===== src/rtl/fft_ctrl_pkg.sv =====
// Shared types for the FFT butterfly controller: FSM state encoding, LED step
// codes and the bundled datapath strobe word.
package fft_ctrl_pkg;

    // 5-bit so that SH_IMZ can live beyond the 4-bit LED code range
    typedef enum logic [4:0] {
        S_IDLE   = 5'd0,
        S_W1     = 5'd1,
        S_W2     = 5'd2,
        S_WAIT_B = 5'd3,
        S_LD_B   = 5'd4,
        S_C_REWB = 5'd5,
        S_C_IMY  = 5'd6,
        S_C_IMZ  = 5'd7,
        S_WAIT_A = 5'd8,
        S_LD_A   = 5'd9,
        S_C_REY  = 5'd10,
        S_C_REZ2 = 5'd11,
        S_C_REZ  = 5'd12,
        S_SH_REY = 5'd13,
        S_SH_IMY = 5'd14,
        S_SH_REZ = 5'd15,
        S_SH_IMZ = 5'd16
    } state_t;

    localparam logic [3:0] STEP_IDLE   = 4'd0;
    localparam logic [3:0] STEP_SH_REZ = 4'd15;
    localparam logic [3:0] STEP_SH_IMZ = 4'd15;

    typedef struct packed {
        logic       store_w;
        logic       store_b;
        logic       store_a;
        logic       calc_rewb;
        logic       calc_imy;
        logic       calc_imz;
        logic       calc_rey;
        logic       calc_rez2;
        logic       calc_rez;
        logic       display_rey;
        logic       display_imy;
        logic       display_rez;
        logic       display_imz;
        logic       clear;
        logic       busy;
        logic [3:0] step;
    } ctrl_t;

    localparam ctrl_t CTRL_NONE = '0;

    // LED code saturates at 15 so the last two result states share it
    function automatic logic [3:0] step_code(input state_t s);
        logic [4:0] code;
        code = s;
        if (code > 5'd15) begin
            return STEP_SH_IMZ;
        end
        return code[3:0];
    endfunction

endpackage


===== src/rtl/butterfly_controller_next_pulse_gen.sv =====
// Turns the asynchronous Next button into a one-cycle pulse per press.
// Optional debounce filter enabled by defining NEXT_DEBOUNCE_EN.
module next_pulse_gen #(
    parameter int unsigned SYNC_STAGES     = 2,
    parameter logic [19:0] DEBOUNCE_CYCLES = 20'd500000
) (
    input  logic Clock,
    input  logic nReset,
    input  logic next_i,
    output logic next_pulse_o
);

    // Reset to 1 so a button already held at reset release is not a press
    logic [SYNC_STAGES-1:0] sync_q;
    logic                   sync_lvl;
    logic                   level;
    logic                   prev_q;

    always_ff @(posedge Clock or negedge nReset) begin
        if (!nReset) begin
            sync_q <= '1;
        end else begin
            sync_q <= {sync_q[SYNC_STAGES-2:0], next_i};
        end
    end

    assign sync_lvl = sync_q[SYNC_STAGES-1];

`ifdef NEXT_DEBOUNCE_EN
    localparam logic [19:0] DEB_RELOAD = DEBOUNCE_CYCLES - 20'd1;

    logic [19:0] cnt_q, cnt_d;
    logic        level_q, level_d;

    always_comb begin
        cnt_d   = cnt_q;
        level_d = level_q;
        if (sync_lvl == level_q) begin
            cnt_d = DEB_RELOAD;
        end else if (cnt_q == 20'd0) begin
            level_d = sync_lvl;
            cnt_d   = DEB_RELOAD;
        end else begin
            cnt_d = cnt_q - 20'd1;
        end
    end

    always_ff @(posedge Clock or negedge nReset) begin
        if (!nReset) begin
            cnt_q   <= DEB_RELOAD;
            level_q <= 1'b1;
        end else begin
            cnt_q   <= cnt_d;
            level_q <= level_d;
        end
    end

    assign level = level_q;
`else
    logic unused_debounce;
    assign unused_debounce = ^DEBOUNCE_CYCLES;
    assign level           = sync_lvl;
`endif

    always_ff @(posedge Clock or negedge nReset) begin
        if (!nReset) begin
            prev_q <= 1'b1;
        end else begin
            prev_q <= level;
        end
    end

    assign next_pulse_o = level & ~prev_q;

endmodule


===== src/rtl/butterfly_controller.sv =====
// Moore FSM sequencing the FFT butterfly datapath from a single Next button.
// Define NEXT_DEBOUNCE_EN to add the debounce filter in next_pulse_gen.
//
// state    | meaning
// IDLE     | after reset, datapath result cleared, wait for press
// W1, W2   | load twiddle index, then latch synchronous ROM data
// WAIT_B   | wait for press to load B
// LD_B     | latch B
// C_REWB   | compute Re(W*B)
// C_IMY    | compute Im(Y)
// C_IMZ    | compute Im(Z)
// WAIT_A   | wait for press to load A
// LD_A     | latch A
// C_REY    | compute Re(Y)
// C_REZ2   | first half of Re(Z)
// C_REZ    | finish Re(Z)
// SH_REY.. | show ReY, ImY, ReZ, ImZ, one per press
// SH_IMZ   | last result; next press starts a new butterfly (twiddle kept)
module butterfly_controller
    import fft_ctrl_pkg::*;
#(
    parameter int unsigned SYNC_STAGES     = 2,
    parameter logic [19:0] DEBOUNCE_CYCLES = 20'd500000
) (
    input  logic       Clock,
    input  logic       nReset,
    input  logic       Next,
    output logic       store_W,
    output logic       store_B,
    output logic       store_A,
    output logic       calc_ReWB,
    output logic       calc_ImY,
    output logic       calc_ImZ,
    output logic       calc_ReY,
    output logic       calc_ReZ2,
    output logic       calc_ReZ,
    output logic       display_ReY,
    output logic       display_ImY,
    output logic       display_ReZ,
    output logic       display_ImZ,
    output logic       clear,
    output logic       busy,
    output logic [3:0] step
);

    logic   next_pulse;
    state_t state_q, state_d;
    ctrl_t  ctrl;

    next_pulse_gen #(
        .SYNC_STAGES     (SYNC_STAGES),
        .DEBOUNCE_CYCLES (DEBOUNCE_CYCLES)
    ) u_next_pulse_gen (
        .Clock        (Clock),
        .nReset       (nReset),
        .next_i       (Next),
        .next_pulse_o (next_pulse)
    );

    always_ff @(posedge Clock or negedge nReset) begin
        if (!nReset) begin
            state_q <= S_IDLE;
        end else begin
            state_q <= state_d;
        end
    end

    always_comb begin
        state_d   = state_q;
        ctrl      = CTRL_NONE;
        ctrl.step = step_code(state_q);
        case (state_q)
            S_IDLE: begin
                ctrl.clear = 1'b1;
                if (next_pulse) state_d = S_W1;
            end
            S_W1: begin
                ctrl.store_w = 1'b1;
                ctrl.busy    = 1'b1;
                state_d      = S_W2;
            end
            S_W2: begin
                ctrl.store_w = 1'b1;
                ctrl.busy    = 1'b1;
                state_d      = S_WAIT_B;
            end
            S_WAIT_B: begin
                if (next_pulse) state_d = S_LD_B;
            end
            S_LD_B: begin
                ctrl.store_b = 1'b1;
                ctrl.busy    = 1'b1;
                state_d      = S_C_REWB;
            end
            S_C_REWB: begin
                ctrl.calc_rewb = 1'b1;
                ctrl.busy      = 1'b1;
                state_d        = S_C_IMY;
            end
            S_C_IMY: begin
                ctrl.calc_imy = 1'b1;
                ctrl.busy     = 1'b1;
                state_d       = S_C_IMZ;
            end
            S_C_IMZ: begin
                ctrl.calc_imz = 1'b1;
                ctrl.busy     = 1'b1;
                state_d       = S_WAIT_A;
            end
            S_WAIT_A: begin
                if (next_pulse) state_d = S_LD_A;
            end
            S_LD_A: begin
                ctrl.store_a = 1'b1;
                ctrl.busy    = 1'b1;
                state_d      = S_C_REY;
            end
            S_C_REY: begin
                ctrl.calc_rey = 1'b1;
                ctrl.busy     = 1'b1;
                state_d       = S_C_REZ2;
            end
            S_C_REZ2: begin
                ctrl.calc_rez2 = 1'b1;
                ctrl.busy      = 1'b1;
                state_d        = S_C_REZ;
            end
            S_C_REZ: begin
                ctrl.calc_rez = 1'b1;
                ctrl.busy     = 1'b1;
                state_d       = S_SH_REY;
            end
            S_SH_REY: begin
                ctrl.display_rey = 1'b1;
                if (next_pulse) state_d = S_SH_IMY;
            end
            S_SH_IMY: begin
                ctrl.display_imy = 1'b1;
                if (next_pulse) state_d = S_SH_REZ;
            end
            S_SH_REZ: begin
                ctrl.display_rez = 1'b1;
                ctrl.step        = STEP_SH_REZ;
                if (next_pulse) state_d = S_SH_IMZ;
            end
            S_SH_IMZ: begin
                ctrl.display_imz = 1'b1;
                ctrl.step        = STEP_SH_IMZ;
                if (next_pulse) state_d = S_WAIT_B;
            end
            default: begin
                ctrl.step = STEP_IDLE;
                state_d   = S_IDLE;
            end
        endcase
    end

    assign store_W     = ctrl.store_w;
    assign store_B     = ctrl.store_b;
    assign store_A     = ctrl.store_a;
    assign calc_ReWB   = ctrl.calc_rewb;
    assign calc_ImY    = ctrl.calc_imy;
    assign calc_ImZ    = ctrl.calc_imz;
    assign calc_ReY    = ctrl.calc_rey;
    assign calc_ReZ2   = ctrl.calc_rez2;
    assign calc_ReZ    = ctrl.calc_rez;
    assign display_ReY = ctrl.display_rey;
    assign display_ImY = ctrl.display_imy;
    assign display_ReZ = ctrl.display_rez;
    assign display_ImZ = ctrl.display_imz;
    assign clear       = ctrl.clear;
    assign busy        = ctrl.busy;
    assign step        = ctrl.step;

endmodule


===== config.mk =====
export PLATFORM = sky130hd
export DESIGN_NAME = butterfly_controller
export DESIGN_NICKNAME = d
export VERILOG_FILES = /design/src/rtl/fft_ctrl_pkg.sv /design/src/rtl/butterfly_controller_next_pulse_gen.sv /design/src/rtl/butterfly_controller.sv
export SDC_FILE = /design/constraint.sdc
export NUM_CORES = 1
export LEC_CHECK = 0
export ABC_AREA = 1
export CAP_MARGIN = 20
export CORE_MARGIN = 2
export CORE_UTILIZATION = 35
export DETAILED_ROUTE_END_ITERATION = 6
export RECOVER_POWER = 100
export SLEW_MARGIN = 20
export SYNTH_ARGS = -nofsm -noshare
export SYNTH_HDL_FRONTEND = slang
export SYNTH_SLANG_ARGS = --single-unit

===== constraint.sdc =====
create_clock -name Clock -period 1.2 [get_ports Clock]
set_input_delay 0.12 -clock Clock [delete_from_list [all_inputs] [get_ports Clock]]
set_output_delay 0.12 -clock Clock [all_outputs]
set_load 0.1 [all_outputs]

==> impl_results.md, run 1 <==
* WEP type: top-level output
* Chip width at 49.6 um
* Clock sink total at 8
* Post-synthesis async set-or-reset flop share at 100%
* Top cell type by total area after synthesis: dfrtp_1
* Largest net degree at the start of global routing at 9
* Initial core utilization at 37.1%
* Yosys reg bits at 8
* Syn_nets at 116
* Halt Stage: 5_1_grt
* Final GP Congestion at 0.946
* Most frequent cells after synthesis: nand2_1, nor2_1, nand3_1
* GRT worst endpoint: busy
* Die Ht at 49.6 um
* Clk buf depth at 2
* Number of synthesized flops with an enable pin at 0
* Input/output buffers at 21
* Top-area cell type share of the netlist area at 17.2%
* H-tree levels at 1
* # rows at 16
* Library cells used by synthesis at 22
* Avg Synthesized Cell Area at 6.43 um2
* Num CTS Buffers at 3
* Gate Count Post-Synth at 113
* Placed wire-length estimate at 1960 um
* Error: [ERROR DPL-0038] Utilization greater than 100%, impossible to legalize
* Placed Area at 1520 um2
* Seq/Total Area, Yosys at 28.1%
* Cell area after synthesis at 727 um2
* Status: did not finish
* I/O pin count at 22
* Synth top area cells: dfrtp_1, nand2_1, dfstp_2
* Count leader, synth: nand2_1
* Main flop type after synthesis: dfrtp_1
* Yosys warning total at 0
* CTS root buffer: clkbuf_4
per-stage QoR:
stage	hold WS, ns	instances	setup slack, ns
after detailed placement	0.351	194	-0.290
after CTS	0.143	208	-0.476
after global placement	0.347	194	-0.265
after floorplan	-0.176	113	-1.05
logic make-up after synthesis:
kind of cell    count (synthesis)  share of synthesized area, %
flops                           8                          28.1
simple gates                   71                          47.8
compound gates                 13                          11.2
buf+inv                        21                          12.9
what timing repair did:
action	in CTS
hold buffers	0
buffers inserted	10
pin swaps	16
setup endpoints to repair	24
resized for setup	53
==> run 2, diff against run 1 <==
- CORE_UTILIZATION: 35 -> 20
- PLACE_DENSITY_LB_ADDON: not set -> 0.15
- clock period: 1.2 -> 1.55 ns (I/O delays scaled with it)
==> impl_results.md, run 2 <==
* Reg clk slew, reported paths at 0.06 ns
* Hold crit path type: input pin to async pin
* H-tree levels at 1 (unchanged)
* Slew @ Worst Pin at 0.353 ns
* Critical path type: flip-flop to primary output
* Final #Nets at 178
* Fmax at 589 MHz
* Via count at 917
* Multi-input gate area at 691 um2
* WL/cell at 11.1 um
* Gate Count Post-Synth at 113 (unchanged)
* Number of synthesized flops with an enable pin at 0 (unchanged)
* Routed Wire Length at 2450 um
* Largest net degree at the start of global routing at 9
* Failing checks: setup timing
* Seq/Total Area, Yosys at 28.1% (unchanged)
* FILL cells at 324
* CTS root buffer: clkbuf_4 (unchanged)
* Syn_nets at 116 (unchanged)
* Cell area after synthesis at 727 um2 (unchanged)
* Clock sink total at 8 (unchanged)
* Final setup fails at 15
* All-Layer GR Usage at 11.8%
* Status: complete, but fails checks (was did not finish)
* Final GP Congestion at 0.877 (was 0.946)
* Top cell type by total area after synthesis: dfrtp_1 (unchanged)
* Initial core utilization at 21.3% (was 37.1%)
* Placed wire-length estimate at 1890 um (was 1960 um)
* Initial antenna violation count at 0
* Period utilization at 109%
* Most frequent cells in the layout: buf_4, buf_12, nor2_4
* Hold-fix buffers, CTS at 0 (unchanged)
* Count leader, synth: nand2_1 (unchanged)
* RSZ-0062 raised after global routing: true
* Clk_lat worst skew at 0.26 ns
* Main flop type after synthesis: dfrtp_1 (unchanged)
* Post-route ant nets at 0
* Die Ht at 64.3 um (was 49.6 um)
* Avg Synthesized Cell Area at 6.43 um2 (unchanged)
* Area grow syn2layout at 147%
* Final Hold Viols at 0
* Core Box Area at 3420 um2
* Final WS setup at -0.147 ns
* First-pass GRT wire length at 3930 um
* Util after Layout at 52.5%
* Post-route DRC violation count at 0
* Most frequent cells after synthesis: nand2_1, nor2_1, nand3_1 (unchanged)
* # rows at 21 (was 16)
* Num CTS Buffers at 3 (unchanged)
* Slew margin rel. at 76.4%
* Biggest register: state_q
* I/O pin count at 22 (unchanged)
* Crit end category: primary output
* Post-synthesis async set-or-reset flop share at 100% (unchanged)
* Worst clock skew on the final layout at 0.0119 ns
* Yosys warning total at 0 (unchanged)
* Commonest non-fill, non-tap cell in the layout: buf_4
* Top-area cell type share of the netlist area at 17.2% (unchanged)
* Via/cell ratio at 4.17
* Share of layout cells above drive strength 1 at 75.9%
* MaxCap Viol Count at 0
* CP arrival at 1.54 ns
* Register area at 210 um2
* Clk buf depth at 2 (unchanged)
* Input/output buffers at 21 (unchanged)
* DR pass1 iterations at 4
* CP Data Required Time at 1.39 ns
* Library cells used by synthesis at 22 (unchanged)
* Iteration-0 DRC Markers at 20
* Min Tclk post-route at 1.70 ns
* Synth top area cells: dfrtp_1, nand2_1, dfstp_2 (unchanged)
* Die area at 4130 um2
* Yosys reg bits at 8 (unchanged)
* Max reg flops at 5
* Chip width at 64.3 um (was 49.6 um)
* Grt ovf at 0
* CTS tree: done
* Max Fanout on Critical Path at 6
* Pins Over Slew Limit at 0
* Vias in the first global route at 875
* Top Registers: state_q x5, u_next_pulse_gen.sync_q x2, u_next_pulse_gen.prev_q x1
* Antenna fix cells at 0
* Crit path launch type: flip-flop
## run 2: cell counts after synthesis
Identical to the previous run, type by type.
## run 2: path summary, 6_finish.rpt
path                       slack (ns)  cells past startpoint                         end                       start
max reg2reg                         0                     10                  state_q[2]                  state_q[1]
min                              0.24                      1                  state_q[0]                      nReset
max                             -0.15                      7                        busy                  state_q[3]
min in group Clock               0.35                      0  u_next_pulse_gen.sync_q[1]  u_next_pulse_gen.sync_q[0]
min reg2reg                      0.35                      0  u_next_pulse_gen.sync_q[1]  u_next_pulse_gen.sync_q[0]
max in group asynchronous        1.00                      1     u_next_pulse_gen.prev_q                      nReset
## run 2: per-layer routing
layer	wire length, um	GRT usage (%)	vias up
met2	1350	21.1	15
met3	91	1.23	2
met4	8	2.66	0
met5	0	0	-
li1	-	-	477
met1	996	15.2	423
## run 2: cell families after synthesis
group,count (synthesis),share of synthesized area (%)
simple gates,71,47.8
compound gates,13,11.2
buf+inv,21,12.9
flops,8,28.1
## run 2: layout make-up
type	instances	area share (%)
Timing Repair Buffer	60	40.6
Multi-Input combinational cell	84	38.5
Sequential cell	8	11.7
Inverter	18	4.53
Tap cell	46	3.21
Clock buffer	4	1.46
## run 2: through the flow
| stage | cells | hold slack, ns | TNS [ns] | setup slack [ns] | cell area, um2 |
|---|---|---|---|---|---|
| global route | 220 | 0.256 | -2.66 | -0.222 | 1790 |
| detailed placement | 199 | 0.350 | -0.00278 | -0.00278 | 1410 |
| finish | 220 | 0.239 | -1.20 | -0.147 | 1790 |
| floorplan | 113 | -0.141 | -4.01 | -0.739 | 818 |
| CTS | 214 | 0.177 | -1.19 | -0.144 | 1650 |
| global placement | 199 | 0.347 | 0 | 0.0262 | 1410 |
## run 2: worst max-delay path: stages (launching register included)
cell,delay (ns)
dfrtp_2,0.47
nor2_4,0.14
buf_6,0.14
inv_6,0.05
o21ai_4,0.16
nor3_2,0.06
nand3_2,0.09
buf_12,0.17
## run 2: repair_timing
action,4_1_cts,5_1_grt
gates resized for setup,33,30
hold endpoints to repair,0,0
setup endpoints to repair,16,23
pin swaps,17,16
setup buffers,11,6
Power of run 2 is not shown: default switching activity piles up to over one toggle a cycle in this logic, so the estimate is an artifact.
==> run 3, diff against run 2 <==
- MAX_ROUTING_LAYER: not set -> met4
==> impl_results.md, run 3 (synthesis gave the netlist of run 2 again) <==
* Commonest non-fill, non-tap cell in the layout: buf_4 (unchanged)
* Placed wire-length estimate at 1890 um (unchanged)
* Post-route ant nets at 0 (unchanged)
* Pins Over Slew Limit at 0 (unchanged)
* Initial antenna violation count at 0 (unchanged)
* Die area at 4130 um2 (unchanged)
* Max reg flops at 5 (unchanged)
* Hold crit path type: input pin to async pin (unchanged)
* Pre-CTS setup slack at -0.00278 ns (unchanged)
* Min Tclk post-route at 1.70 ns (about the same)
* Vias in the first global route at 874 (was 875)
* Period utilization at 109% (about the same)
* CP Data Required Time at 1.39 ns (about the same)
* Clk buf depth at 2 (unchanged)
* H-tree levels at 1 (unchanged)
* MaxCap Viol Count at 0 (unchanged)
* Clock sink total at 8 (unchanged)
* First-pass GRT wire length at 3930 um (unchanged)
* DR pass1 iterations at 4 (unchanged)
* FILL cells at 324 (unchanged)
* Clk_lat worst skew at 0.26 ns (about the same)
* RSZ-0062 raised after global routing: true (unchanged)
* Critical path type: flip-flop to primary output (unchanged)
* Die Ht at 64.3 um (unchanged)
* CTS root buffer: clkbuf_4 (unchanged)
* CTS tree: done (unchanged)
* Final #Nets at 178 (unchanged)
* I/O pin count at 22 (unchanged)
* Most frequent cells in the layout: buf_4, buf_12, nor2_4 (unchanged)
* Crit end category: primary output (unchanged)
* Fmax at 589 MHz (about the same)
* Worst r2r src: state_q[1] (unchanged)
* Final Hold Viols at 0 (unchanged)
* Chip width at 64.3 um (unchanged)
* Final WS setup at -0.147 ns (about the same)
* Area grow syn2layout at 147% (unchanged)
* Share of layout cells above drive strength 1 at 75.9% (unchanged)
* Routed Wire Length at 2450 um (about the same)
* Setup crit start: state_q[3] (unchanged)
* Via count at 917 (unchanged)
* Initial core utilization at 21.3% (unchanged)
* Core Box Area at 3420 um2 (unchanged)
* All-Layer GR Usage at 12.1% (was 11.8%)
* Failing checks: setup timing (unchanged)
* Input/output buffers at 21 (unchanged)
* Biggest register: state_q (unchanged)
* Via/cell ratio at 4.17 (unchanged)
* Iteration-0 DRC Markers at 20 (unchanged)
* Grt ovf at 0 (unchanged)
* Top Registers: state_q x5, u_next_pulse_gen.sync_q x2, u_next_pulse_gen.prev_q x1 (unchanged)
* Max Fanout on Critical Path at 6 (unchanged)
* # rows at 21 (unchanged)
* Final GP Congestion at 0.892 (was 0.877)
* Crit path launch type: flip-flop (unchanged)
* Final setup fails at 15 (unchanged)
* Reg clk slew, reported paths at 0.06 ns (about the same)
* Post-route DRC violation count at 0 (unchanged)
* Largest net degree at the start of global routing at 9 (unchanged)
* Slew @ Worst Pin at 0.356 ns (was 0.353 ns)
* CP arrival at 1.54 ns (about the same)
* Slew margin rel. at 76.2% (was 76.4%)
* Status: complete, but fails checks (unchanged)
* WL/cell at 11.1 um (about the same)
* Antenna fix cells at 0 (unchanged)
* Worst clock skew on the final layout at 0.0119 ns (about the same)
* Num CTS Buffers at 3 (unchanged)
## run 3: worst paths after layout
| kind | endpoint | slack (ns) | depth (start not counted) |
|---|---|---|---|
| worst min register to register | u_next_pulse_gen.sync_q[1] | 0.35 | 0 |
| worst max-delay path | busy | -0.15 | 7 |
| worst min-delay path | state_q[0] | 0.24 | 1 |
| max in group asynchronous | u_next_pulse_gen.prev_q | 0.99 | 1 |
| min in group Clock | u_next_pulse_gen.sync_q[1] | 0.35 | 0 |
| worst max register to register | state_q[2] | 0 | 10 |
## run 3: per-layer routing
metal	track usage, %	vias up	wire (um)
li1	-	478	-
met1	15.2	422	997
met2	21.1	15	1350
met3	1.23	2	90
met4	2.66	0	11
met5	-	-	0
## run 3: cell type report
class	count	area (um2)	area share, %
clock buffers	4	26.3	1.46
repair buffers	60	728	40.6
flip-flops and latches	8	210	11.7
multi-input cells	84	691	38.5
inverters	18	81.3	4.53
well taps	46	57.6	3.21
## run 3: metrics by stage
| step | TNS (ns) | std cells | utilization, % | cell area (um2) | hold slack (ns) |
|---|---|---|---|---|---|
| after floorplan | -4.01 | 113 | - | 818 | -0.141 |
| after global placement | 0 | 199 | 41.3 | 1410 | 0.347 |
| after detailed placement | -0.00278 | 199 | 41.3 | 1410 | 0.350 |
| after CTS | -1.19 | 214 | 48.2 | 1650 | 0.177 |
| after global routing | -2.66 | 220 | 52.5 | 1790 | 0.256 |
| final | -1.20 | 220 | 52.5 | 1790 | 0.241 |
## run 3: critical path, cell delays in order, from the launching register on
cell and delay (ns):
dfrtp_2 0.47, nor2_4 0.14, buf_6 0.14, inv_6 0.05, o21ai_4 0.16, nor3_2 0.06, nand3_2 0.09, buf_12 0.17
## run 3: repair_timing
action,CTS,global route
resized for setup,33,30
setup buffers,11,6
hold buffers,0,0
hold endpoints to repair,0,0
pin swaps,17,16
endpoints found under the setup margin,16,23
Power of run 3 is left out for the same reason.
==> run 4, diff against run 3 <==
- ABC_AREA: 1 -> not set
- CAP_MARGIN: 20 -> not set
- CORE_AREA: not set -> 2 2 63 65
- CORE_MARGIN: 2 -> not set
- CORE_UTILIZATION: 20 -> not set
- DIE_AREA: not set -> 0 0 65 67
- clock period: 1.55 -> 1.9 ns (I/O delays scaled with it)
==> impl_results.md, run 4 <==
* Status: complete, no violations (was complete, but fails checks)
* Area grow syn2layout at 80.0% (was 147%)
* Share of layout cells above drive strength 1 at 50.0% (was 75.9%)
* Iteration-0 DRC Markers at 14 (was 20)
* # rows at 22 (was 21)
* Min Tclk post-route at 1.84 ns
* Die area at 4360 um2 (was 4130 um2)
* Post-cts sizing count at 1 (was 33)
* Seq/Total Area, Yosys at 33.6% (was 28.1%)
* Worst clock skew on the final layout at 0.00627 ns (was 0.0119 ns)
* Pins Over Slew Limit at 0 (unchanged)
* Grt ovf at 0 (unchanged)
* Library cells used by synthesis at 32 (was 22)
* Post-route DRC violation count at 0 (unchanged)
* MaxCap Viol Count at 0 (unchanged)
* Count leader, synth: nor3_1 (was nand2_1)
* I/O pin count at 22 (unchanged)
* Clock sink total at 8 (unchanged)
* Util after Layout at 30.3% (was 52.5%)
* Final Hold Viols at 0 (unchanged)
* Hold-fix buffers, CTS at 0 (unchanged)
* Top-area cell type share of the netlist area at 20.6% (was 17.2%)
* Worst r2r path cells at 5 (was 10)
* Crit end category: primary output (unchanged)
* Main flop type after synthesis: dfrtp_1 (unchanged)
* Max Fanout on Critical Path at 9 (was 6)
* Placed wire-length estimate at 1490 um (was 1890 um)
* Period utilization at 96.7%
* Cell area after synthesis at 607 um2 (was 727 um2)
* Final setup fails at 0 (was 15)
* Via count at 630 (was 917)
* Via/cell ratio at 4.32 (was 4.17)
* Commonest non-fill, non-tap cell in the layout: buf_12 (was buf_4)
* Gate Count Post-Synth at 74 (was 113)
* CTS tree: done (unchanged)
* Yosys reg bits at 8 (unchanged)
* Number of synthesized flops with an enable pin at 0 (unchanged)
* Crit path launch type: flip-flop (unchanged)
* Clk_lat worst skew at 0.23 ns (was 0.26 ns)
* Reg clk slew, reported paths at 0.04 ns (was 0.06 ns)
* DR pass1 iterations at 4 (unchanged)
* Avg Synthesized Cell Area at 8.20 um2 (was 6.43 um2)
* Post-CTS setup buffers at 0 (was 11)
* Clk buf depth at 2 (unchanged)
* Worst r2r src: state_q[2] (was state_q[1])
* Yosys warning total at 0 (unchanged)
* Most frequent cells in the layout: buf_12, nor2_1, nor3_1 (was buf_4, buf_12, nor2_4)
* RSZ-0062 raised after global routing: false (was true)
* CP arrival at 1.65 ns (was 1.54 ns)
* Hold crit path type: input pin to async pin (unchanged)
* Largest net degree at the start of global routing at 13 (was 9)
* Top Registers: state_q x5, u_next_pulse_gen.sync_q x2, u_next_pulse_gen.prev_q x1 (unchanged)
* Pre-CTS setup slack at 0.199 ns (was -0.00278 ns)
* First-pass GRT wire length at 3280 um (was 3930 um)
* Initial core utilization at 16.8% (was 21.3%)
* Most frequent cells after synthesis: nor3_1, nor2_1, dfrtp_1 (was nand2_1, nor2_1, nand3_1)
* Biggest register: state_q (unchanged)
* Input/output buffers at 21 (unchanged)
* Core Box Area at 3610 um2 (was 3420 um2)
* Slew @ Worst Pin at 0.399 ns (was 0.356 ns)
* Post-synthesis async set-or-reset flop share at 100% (unchanged)
* Die Ht at 67 um (was 64.3 um)
* Chip width at 65 um (was 64.3 um)
* WL/cell at 12.7 um (was 11.1 um)
* Routed Wire Length at 1860 um (was 2450 um)
* Antenna fix cells at 0 (unchanged)
* Vias in the first global route at 669 (was 874)
* Critical path type: flip-flop to primary output (unchanged)
* Fmax at 544 MHz
* Final GP Congestion at 0.815 (was 0.892)
* Syn_nets at 77 (was 116)
* Top cell type by total area after synthesis: dfrtp_1 (unchanged)
* Num CTS Buffers at 3 (unchanged)
* CP Data Required Time at 1.71 ns (was 1.39 ns)
* Post-route ant nets at 0 (unchanged)
* Initial antenna violation count at 0 (unchanged)
* Final WS setup at 0.0621 ns (was -0.147 ns)
* H-tree levels at 1 (unchanged)
* Max reg flops at 5 (unchanged)
* CTS root buffer: clkbuf_8 (was clkbuf_4)
* Slew margin rel. at 73.2% (was 76.2%)
* Setup crit start: state_q[1] (was state_q[3])
* All-Layer GR Usage at 9.97% (was 12.1%)
* Synth top area cells: dfrtp_1, dfstp_2, nor3_1 (was dfrtp_1, nand2_1, dfstp_2)
* Final #Nets at 102 (was 178)
==> run 4: logic make-up (layout without fill, tap and decap cells) <==
logic type / Yosys count / in the layout / share of synthesized area, %
AND/OR/NAND/NOR: 35 / 35 / 32.2
multiplexers: 1 / 1 / 1.65
AO/OA/AOI/OAI: 18 / 18 / 20.2
flip-flops: 8 / 8 / 33.6
buffers and inverters: 11 / 35 / 10.9
XOR/XNOR: 1 / 1 / 1.44
==> run 4: per-layer routing <==
| layer | track usage, % | up-vias | routed length [um] |
|---|---|---|---|
| met1 | 12.2 | 297 | 858 |
| met4 | 3.99 | 0 | 14 |
| met3 | 1.52 | 2 | 116 |
| li1 | - | 309 | - |
| met5 | - | - | 0 |
| met2 | 16.5 | 22 | 871 |
==> run 4: final timing paths <==
check / endpoint / slack [ns]
setup / recovery: calc_ImY / 0.06
hold / removal: state_q[3] / 0.31
setup reg to reg: state_q[1] / 0.25
hold reg to reg: u_next_pulse_gen.sync_q[1] / 0.36
max in group asynchronous: u_next_pulse_gen.prev_q / 1.29
min in group Clock: u_next_pulse_gen.sync_q[1] / 0.36
==> run 4: area by class of cell <==
type	count	area (um2)
fillers	396	2510
multi-input cells	55	413
repair buffers	26	349
flip-flops and latches	8	206
well taps	48	60.1
clock buffers	4	45.0
inverters	5	18.8
==> run 4: worst max-delay path, stage by stage (launching register included) <==
cell	delay, ns
dfrtp_2	0.49
inv_2	0.09
or3_1	0.42
nor2_1	0.21
buf_12	0.20
==> run 4: through the flow <==
| stage | hold slack (ns) | instance area [um2] | cells | setup TNS [ns] |
|---|---|---|---|---|
| finish | 0.306 | 1090 | 146 | 0 |
| global route | 0.337 | 1090 | 146 | 0 |
| CTS | 0.243 | 1200 | 146 | 0 |
| detailed placement | 0.349 | 1160 | 142 | 0 |
| global placement | 0.346 | 1160 | 142 | 0 |
| floorplan | -0.106 | 706 | 74 | -3.53 |
Power of run 4 is left out for the same reason.
